[config.mk]
export PLATFORM = sky130hd
export DESIGN_NAME = deframer
export DESIGN_NICKNAME = d
export VERILOG_FILES = /design/src/rtl/deframer.sv
export SDC_FILE = /design/constraint.sdc
export NUM_CORES = 1
export LEC_CHECK = 0
export BUFFER_PORTS_ARGS = -buffer_cell sky130_fd_sc_hd__buf_2
export CAP_MARGIN = 20
export CORE_ASPECT_RATIO = 0.5
export CORE_MARGIN = 4
export CORE_UTILIZATION = 53
export DETAILED_ROUTE_END_ITERATION = 6
export PLACE_DENSITY = 0.74
export SETUP_SLACK_MARGIN = 0.15
export SYNTH_ARGS = -nofsm -noshare
export SYNTH_HDL_FRONTEND = slang
export SYNTH_SLANG_ARGS = --single-unit
[constraint.sdc]
create_clock -name clk_i -period 2.2 [get_ports clk_i]
set_input_delay 0.11 -clock clk_i [delete_from_list [all_inputs] [get_ports clk_i]]
set_output_delay 0.11 -clock clk_i [all_outputs]
set_load 0.01 [all_outputs]
[src/rtl/deframer.sv]
// deframer: unpacks a valid/ready byte stream into elements, counts a fixed
// number of payload elements per frame, and checks the two-byte tail that
// follows. A bad tail drops into a hunt state that discards bytes until the
// next tail pair, after which the next byte is payload byte 0.
//
// Handshake rules, both sides: a transfer happens on a rising clock edge when
// valid and ready are both high. valid never depends on ready. ready_o depends
// only on state, the remaining-element count and ready_i, never on valid_i.
// Once an element is offered, it stays stable until accepted.
module deframer #(
  parameter int          UnpackedWidth  = 1,
  parameter int          PackedNum      = 8,
  parameter int          PacketLenElems = 75684,
  parameter logic [7:0]  TailByte0      = 8'h0D,
  parameter logic [7:0]  TailByte1      = 8'h0A
) (
  input  logic                                 clk_i,
  input  logic                                 rst_i,
  input  logic [UnpackedWidth*PackedNum-1:0]   data_i,
  input  logic                                 valid_i,
  output logic                                 ready_o,
  output logic [UnpackedWidth-1:0]             unpacked_o,
  output logic                                 valid_o,
  input  logic                                 ready_i,
  output logic                                 last_o,
  output logic                                 frame_ok_o,
  output logic                                 frame_err_o
);

  localparam int BusWidth       = UnpackedWidth * PackedNum;
  localparam int PacketLenBytes = (PacketLenElems + PackedNum - 1) / PackedNum;
  localparam int LastByteElems  = PacketLenElems - (PacketLenBytes - 1) * PackedNum;

  localparam int RemW     = $clog2(PackedNum + 1);
  localparam int ByteCntW = $clog2(PacketLenBytes + 1);
  localparam int ElemCntW = $clog2(PacketLenElems + 1);

  localparam logic [RemW-1:0]     RemZero  = '0;
  localparam logic [RemW-1:0]     RemOne   = RemW'(1);
  localparam logic [RemW-1:0]     RemFull  = RemW'(PackedNum);
  localparam logic [RemW-1:0]     RemLast  = RemW'(LastByteElems);
  localparam logic [ByteCntW-1:0] ByteLast = ByteCntW'(PacketLenBytes - 1);
  localparam logic [ElemCntW-1:0] ElemLast = ElemCntW'(PacketLenElems - 1);

  localparam logic [BusWidth-1:0] Tail0Bus = BusWidth'(TailByte0);
  localparam logic [BusWidth-1:0] Tail1Bus = BusWidth'(TailByte1);

  typedef enum logic [1:0] {
    PAYLOAD = 2'd0,
    TAIL0   = 2'd1,
    TAIL1   = 2'd2,
    HUNT    = 2'd3
  } state_e;

  // Frame-level state.
  state_e                state_q, state_d;
  logic [ByteCntW-1:0]   byte_cnt_q, byte_cnt_d;
  logic                  seen0_q, seen0_d;
  logic                  frame_ok_q, frame_ok_d;
  logic                  frame_err_q, frame_err_d;

  // Element holding register and output-side element count.
  logic [BusWidth-1:0]   hold_q, hold_d;
  logic [RemW-1:0]       rem_q, rem_d;
  logic [ElemCntW-1:0]   elem_cnt_q, elem_cnt_d;

  logic                  in_fire;
  logic                  out_fire;
  logic                  is_tail0;
  logic                  is_tail1;
  logic                  enter_hunt;

  // Byte-side ready: payload bytes wait for the holding register to empty,
  // allowing a reload in the same cycle its final element leaves. Tail and
  // hunt bytes never touch the holding register, so they are always taken.
  always_comb begin
    ready_o = 1'b1;
    if (state_q == PAYLOAD) begin
      ready_o = (rem_q == RemZero) | ((rem_q == RemOne) & ready_i);
    end
  end

  assign valid_o     = (rem_q != RemZero);
  assign unpacked_o  = hold_q[UnpackedWidth-1:0];
  assign last_o      = valid_o & (elem_cnt_q == ElemLast);
  assign frame_ok_o  = frame_ok_q;
  assign frame_err_o = frame_err_q;

  assign in_fire  = valid_i & ready_o;
  assign out_fire = valid_o & ready_i;
  assign is_tail0 = (data_i == Tail0Bus);
  assign is_tail1 = (data_i == Tail1Bus);

  // Frame FSM: payload byte counting, tail check and hunt resynchronisation.
  // Only an accepted byte can move the state.
  always_comb begin
    state_d     = state_q;
    byte_cnt_d  = byte_cnt_q;
    seen0_d     = seen0_q;
    frame_ok_d  = 1'b0;
    frame_err_d = 1'b0;
    enter_hunt  = 1'b0;

    if (in_fire) begin
      unique case (state_q)
        PAYLOAD: begin
          if (byte_cnt_q == ByteLast) begin
            byte_cnt_d = '0;
            state_d    = TAIL0;
          end else begin
            byte_cnt_d = byte_cnt_q + ByteCntW'(1);
          end
        end
        TAIL0: begin
          if (is_tail0) begin
            state_d = TAIL1;
          end else begin
            frame_err_d = 1'b1;
            enter_hunt  = 1'b1;
          end
        end
        TAIL1: begin
          if (is_tail1) begin
            frame_ok_d = 1'b1;
            state_d    = PAYLOAD;
          end else begin
            frame_err_d = 1'b1;
            enter_hunt  = 1'b1;
          end
        end
        HUNT: begin
          if (is_tail0) begin
            seen0_d = 1'b1;
          end else if (is_tail1 && seen0_q) begin
            seen0_d    = 1'b0;
            byte_cnt_d = '0;
            state_d    = PAYLOAD;
          end else begin
            seen0_d = 1'b0;
          end
        end
        default: begin
          state_d = PAYLOAD;
        end
      endcase
    end

    // Hunting always starts from a clean slate.
    if (enter_hunt) begin
      state_d    = HUNT;
      byte_cnt_d = '0;
      seen0_d    = 1'b0;
    end
  end

  // Holding register: shift out one element per output handshake; a payload
  // byte reloads it. A reload only happens when the register is empty or is
  // emptying this cycle, so the load simply overrides the shift.
  always_comb begin
    hold_d = hold_q;
    rem_d  = rem_q;

    if (out_fire) begin
      hold_d = hold_q >> UnpackedWidth;
      rem_d  = rem_q - RemOne;
    end

    if (in_fire && (state_q == PAYLOAD)) begin
      hold_d = data_i;
      rem_d  = (byte_cnt_q == ByteLast) ? RemLast : RemFull;
    end
  end

  // Element counter drives last_o; it wraps on the final element of a frame
  // and restarts whenever hunting begins.
  always_comb begin
    elem_cnt_d = elem_cnt_q;
    if (out_fire) begin
      elem_cnt_d = (elem_cnt_q == ElemLast) ? '0 : (elem_cnt_q + ElemCntW'(1));
    end
    if (enter_hunt) begin
      elem_cnt_d = '0;
    end
  end

  // State register with asynchronous reset to an empty, payload-ready block.
  always_ff @(posedge clk_i or posedge rst_i) begin
    if (rst_i) begin
      state_q     <= PAYLOAD;
      byte_cnt_q  <= '0;
      seen0_q     <= 1'b0;
      frame_ok_q  <= 1'b0;
      frame_err_q <= 1'b0;
      hold_q      <= '0;
      rem_q       <= '0;
      elem_cnt_q  <= '0;
    end else begin
      state_q     <= state_d;
      byte_cnt_q  <= byte_cnt_d;
      seen0_q     <= seen0_d;
      frame_ok_q  <= frame_ok_d;
      frame_err_q <= frame_err_d;
      hold_q      <= hold_d;
      rem_q       <= rem_d;
      elem_cnt_q  <= elem_cnt_d;
    end
  end

endmodule

# --- Word level (Yosys, flattened, before mapping) ---
# Cells that the tools add are included.
# Widths: inputs -> output; s select.
classes:
  n_reduce_logical: 13
  eq_ne: 13
  bitwise: 5
  n_addsub: 3
  n_mux: 34
op_table:
  columns: ["cell", "n"]
  rows:
  - ["$mux 14", 5]
  - ["$mux 17", 3]
  - ["$pmux 14 s2", 1]
  - ["$add 17x1->17 const B", 1]
  - ["$eq 17x17->1 const B", 1]
  - ["$eq 8x4->1 const B", 2]
  - ["$mux 8", 2]
  - ["$add 14x1->14 const B", 1]
  - ["$eq 14x14->1 const B", 1]
  - ["$mux 2", 7]
  - ["$mux 4", 3]
  - ["$ne 3x3->1 const B", 4]
  - ["$mux 1", 11]
  - ["$pmux 2 s4", 1]
  - ["$reduce_bool 2->1", 4]
  - ["$reduce_and 6->1", 1]
  - ["$and 1x1->1", 4]
  - ["$eq 2x2->1 const B", 2]
  - ["$eq 4x1->1 const B", 1]
  - ["$logic_not 4->1", 1]
  - ["$reduce_and 4->1", 1]
  - ["$reduce_bool 4->1", 1]
  - ["$sub 4x1->4 const B", 1]
  - ["$ne 3x2->1 const B", 1]
  - ["other kinds (7)", 8]
word_totals:
  in_bits: 12
  regBits: 48
  output_inout_bits: 6
  word_cells: 76

# --- Depth between registers and ports, before layout ---
logic_depth:
  ltp_word: 8
  depth_mapped: 11
  depth_no_buf: 8

# --- Worst setup path before layout ---
# Ideal clock, no wire load.
synth_path:
  path_type: "flip-flop to flip-flop"
  start: "reg rem_q[0]"
  end: "reg elem_cnt_q[7]"
  period_less_slack_ns: 2.334
  path_buffers: 2
  arrival_ns: 2.257
  t_required_ns: 2.123
  setup_slack_ns: -0.134
  setup_ns: 0.077
  path_stages_with_launch: 11
  path_cell_list: "dfrtp_1 -> inv_1 -> ha_1 -> a21oi_1 -> o31ai_2 -> and2_1 -> buf_2 -> a21oi_1 -> clkbuf_1 -> or4_1 -> a21oi_1"
synth_between:
  elab_chain_len: 7
  elab_cells_between_ends: 11
  classes_between: "eq/ne: 1; mux: 3; bitwise: 4; reduce/logical: 3"
synth_rtl:
  columns: ["element", "line", "rtl"]
  rows:
  - ["from (decl)", "64", "logic [RemW-1:0] rem_q, rem_d;"]
  - ["from (signal assigned)", "204", "rem_q <= rem_d;"]
  - ["$eq 4x1->1", "79", "ready_o = (rem_q == RemZero) | ((rem_q == RemOne) & ready_i);"]
  - ["$and 1x1->1", "79", null]
  - ["$or 1x1->1 *", "79", null]
  - ["$mux 1 *", "78", "if (state_q == PAYLOAD) begin"]
  - ["net ready_o", "21", "output logic ready_o,"]
  - ["$and 1x1->1 *", "89", "assign in_fire = valid_i & ready_o;"]
  - ["$mux 1 *", "104", "if (in_fire) begin"]
  - ["$mux 17 or $reduce_bool 2->1 (tied branches)", null, null]
  - ["to (signal assigned)", "205", "elem_cnt_q <= elem_cnt_d;"]
  - ["to (decl)", "65", "logic [ElemCntW-1:0] elem_cnt_q, elem_cnt_d;"]
# The timed path passes the listed nets; every way through them passes the cells marked *.
# A chain may end at the register's enable or synchronous reset.

# --- Worst setup path in the final report ---
layout_path:
  start: "reg elem_cnt_q[4]"
  end: "out last_o"
layout_between:
  elab_chain_len: 2
layout_rtl:
  columns: ["element", "line", "rtl"]
  rows:
  - ["$eq 17x17->1", "85", "assign last_o = valid_o & (elem_cnt_q == ElemLast);"]
  - ["$and 1x1->1", "85", null]
  - ["to (decl)", "25", "output logic last_o,"]
# Every way passes these cells.

==> out/metrics.yaml <==
synthesis:
  synth_cells: 311
  yosysUniqueCellTypes: 48
  synth_area_sq_um: 2790
  syn-num-nets: 333
  ys_async_sr_fraction_pct: 100
  ys_seq_elements: 48
  ys.warnings.count: 0
  postSynthAreaPerCell_sq_um: 8.97
  synth_edf_count: 0
  ys.flop_type: "dfrtp_1"
  ys_seq_area_share_pct: 43.0
setup_path:
  cp-end-kind: "output pin"
  cp_slowest_cell: "or4_4"
  start_kind: "flip-flop"
  arrival_ps: 1970
  critPathTopFamily: "simple AND/OR/NAND/NOR gates"
  rrSetupSlack_ps: 150
  cp_cell_sequence: "nor4b_2, nand3b_1, or4_4, a21oi_2, buf_2"
  slowest_delay_ps: 560
  worstPathMaxFanout: 3
  cp.depth: 5
  cp_num_buf_inv: 1
  reg2regPathDepth: 7
  r2r-start: "elem_cnt_q[4]"
  crit_required_ps: 2090
  r2r_end: "elem_cnt_q[15]"
  worstSetupPathType: "reg2out"
route:
  ant_nets: 0
  remaining_drc_errors: 0
  post_drt_wl_per_cell_um: 15.1
  firstDrtPassIters: 5
  vias: 2477
  drt_iter0_markers: 104
  via_per_inst: 5.86
  routed_wirelength_mm: 6.37
power:
  p_leak_nw: 1.48
  power.total_mw: 3.51
  ir_drop_mv: 0.572
  cellPowerDensity_nw_per_um2: 1040
worst_hold_path:
  holdPathEnd: "hold_q[2]"
  hp-start: "data_i[2]"
  worstHoldPathType: "in2reg"
  worstHoldPathCells: 3
global_routing:
  grt_usage_pct: 20.2
  overflow: 0
  grt_max_degree: 30
  grt_pass1_vias: 2368
  antenna_found_initial: 0
  grt_pass1_wl_mm: 10.8
floorplan:
  die_x_um: 111
  io_pins: 18
  die_area_sq_um: 6560
  fp.dieH_um: 59.3
  start_util_pct: 55.8
  core.rowCount: 18
  core-area_sq_um: 5000
timing:
  setup_viol: 0
  fin_skew_ps: 7.27
  worst_slew_pin_slew_ps: 616
  fin_crit_sh_pct: 94.4
  setup_ws_ps: 123
  max_freq_mhz: 482
  rsz0062_at_grt: "yes"
  timing_hold_violations_final: 0
  fin_tns_setup_ps: 0
  worst_hold_slack_ps: 107
  slew_headroom_pct: 58.9
  period_needed_ps: 2080
  drv_slew: 0
placement:
  dp_hpwl_mm: 4.39
  pre_cts_slack_ps: 70.0
  globalplace.congestion: 0.873
  io_buffers: 17
clocking:
  cts.sink_count: 48
  cts-root-buf: "clkbuf_8"
  cts_buffers: 5
  path_clk_slew_ps: 90
  cts_tree: "yes"
  insertion_delay_ps: 290
  clock_path_buffers: 2
  h-tree-depth: 2
run_status:
  status: "finished, final reports clean"
finish:
  fill_cells: 400
  final_cell_mix: "47 x dfrtp_1, 37 x nand2_1, 33 x nor2_1, 26 x buf_4, 17 x buf_2"
  layout_commonest_cell: "dfrtp_1"
  diodes: 0
  multi_input_area_sq_um: 1630
  regArea_sq_um: 1200
  area_growth_syn_to_layout_pct: 21.0
  fin_nets: 374
  layout-drive-gt1-share_pct: 25.8
job:
  maxCapViolCount: 0
registers in the layout (all words and copies together) (netlist names):
signal       flops
state_q          2
frame_ok_o       1
byte_cnt_q      14
elem_cnt_q      17
hold_q           8
frame_err_o      1
rem_q            4
seen0_q          1
layer usage:
metal | global-route usage [%] | wire, um
met4 | 5.61 | 78
met2 | 35.8 | 3210
met5 | 0 | 0
met1 | 26.0 | 2870
met3 | 3.98 | 213
worst min-delay path, stage by stage:
cell,delay [ps]
buf_2,120
nor2_1,100
a31oi_1,40
worst max-delay path by stage:
| stage | end | from |
|---|---|---|
| after floorplan | elem_cnt_q[5] | rem_q[1] |
| after global placement | elem_cnt_q[10] | data_i[4] |
| after detailed placement | elem_cnt_q[12] | rem_q[1] |
| after CTS | last_o | elem_cnt_q[12] |
| after global routing | last_o | elem_cnt_q[4] |
| final | last_o | elem_cnt_q[4] |
final cells by class:
cell class	instances	area share, %
sequential	48	35.6
clock buffer	8	2.67
inverter	13	1.45
tap	70	2.59
timing repair buffer	46	9.53
multi-input combinational	238	48.1
what timing repair did:
item / in CTS / in global routing
buffers inserted: 5 / 7
endpoints found under the hold margin: 27 / 0
gates cloned: 1 / 0
resized for setup: 6 / 16
setup endpoints to repair: 20 / 31
hold buffers: 1 / 0
pin swaps: 4 / 7
per-stage QoR:
stage,instances,util (%),area (sq um)
2_1_floorplan,311,-,2860
3_3_place_gp,401,61.9,3090
3_5_place_dp,401,61.9,3090
4_1_cts,416,65.5,3270
5_1_grt,423,67.5,3380
6_report,423,67.5,3380
power breakdown:
part / switching [mW] / internal [mW] / total, mW
logic: 0.911 / 0.788 / 1.70
clock network: 0.281 / 0.257 / 0.538
registers: 0.182 / 1.09 / 1.27
total: 1.37 / 2.14 / 3.51
cell usage after synthesis, types with 4 or more instances:
cell type  count  area share, %
a21o_1        11            3.0
a21oi_1       20            3.6
a22o_1        13            4.1
a31oi_1        7            1.6
and2_1         4           0.90
and3_1         7            1.6
buf_2          5           0.90
clkbuf_1       6           0.81
dfrtp_1       48             43
ha_1          10            4.5
inv_1         13            1.7
nand2_1       38            5.1
nand3_1       15            2.7
nand4_1        9            2.0
nor2_1        34            4.6
o21ai_0       11            2.0
or2_2          4           0.90
or3_1          8            1.8
or4_1          7            1.9
cells by family after synthesis:
family,after synthesis,synth area share (%)
adders and majority gates,10,4.48
xor gates and xnor gates,5,1.57
muxes,4,1.52
buffers and inverters,26,3.99
DFF,48,43.0
and+or+nand+nor,140,25.9
AOI/OAI and AO/OA,78,19.5
Power figures use the tool's default switching activity.
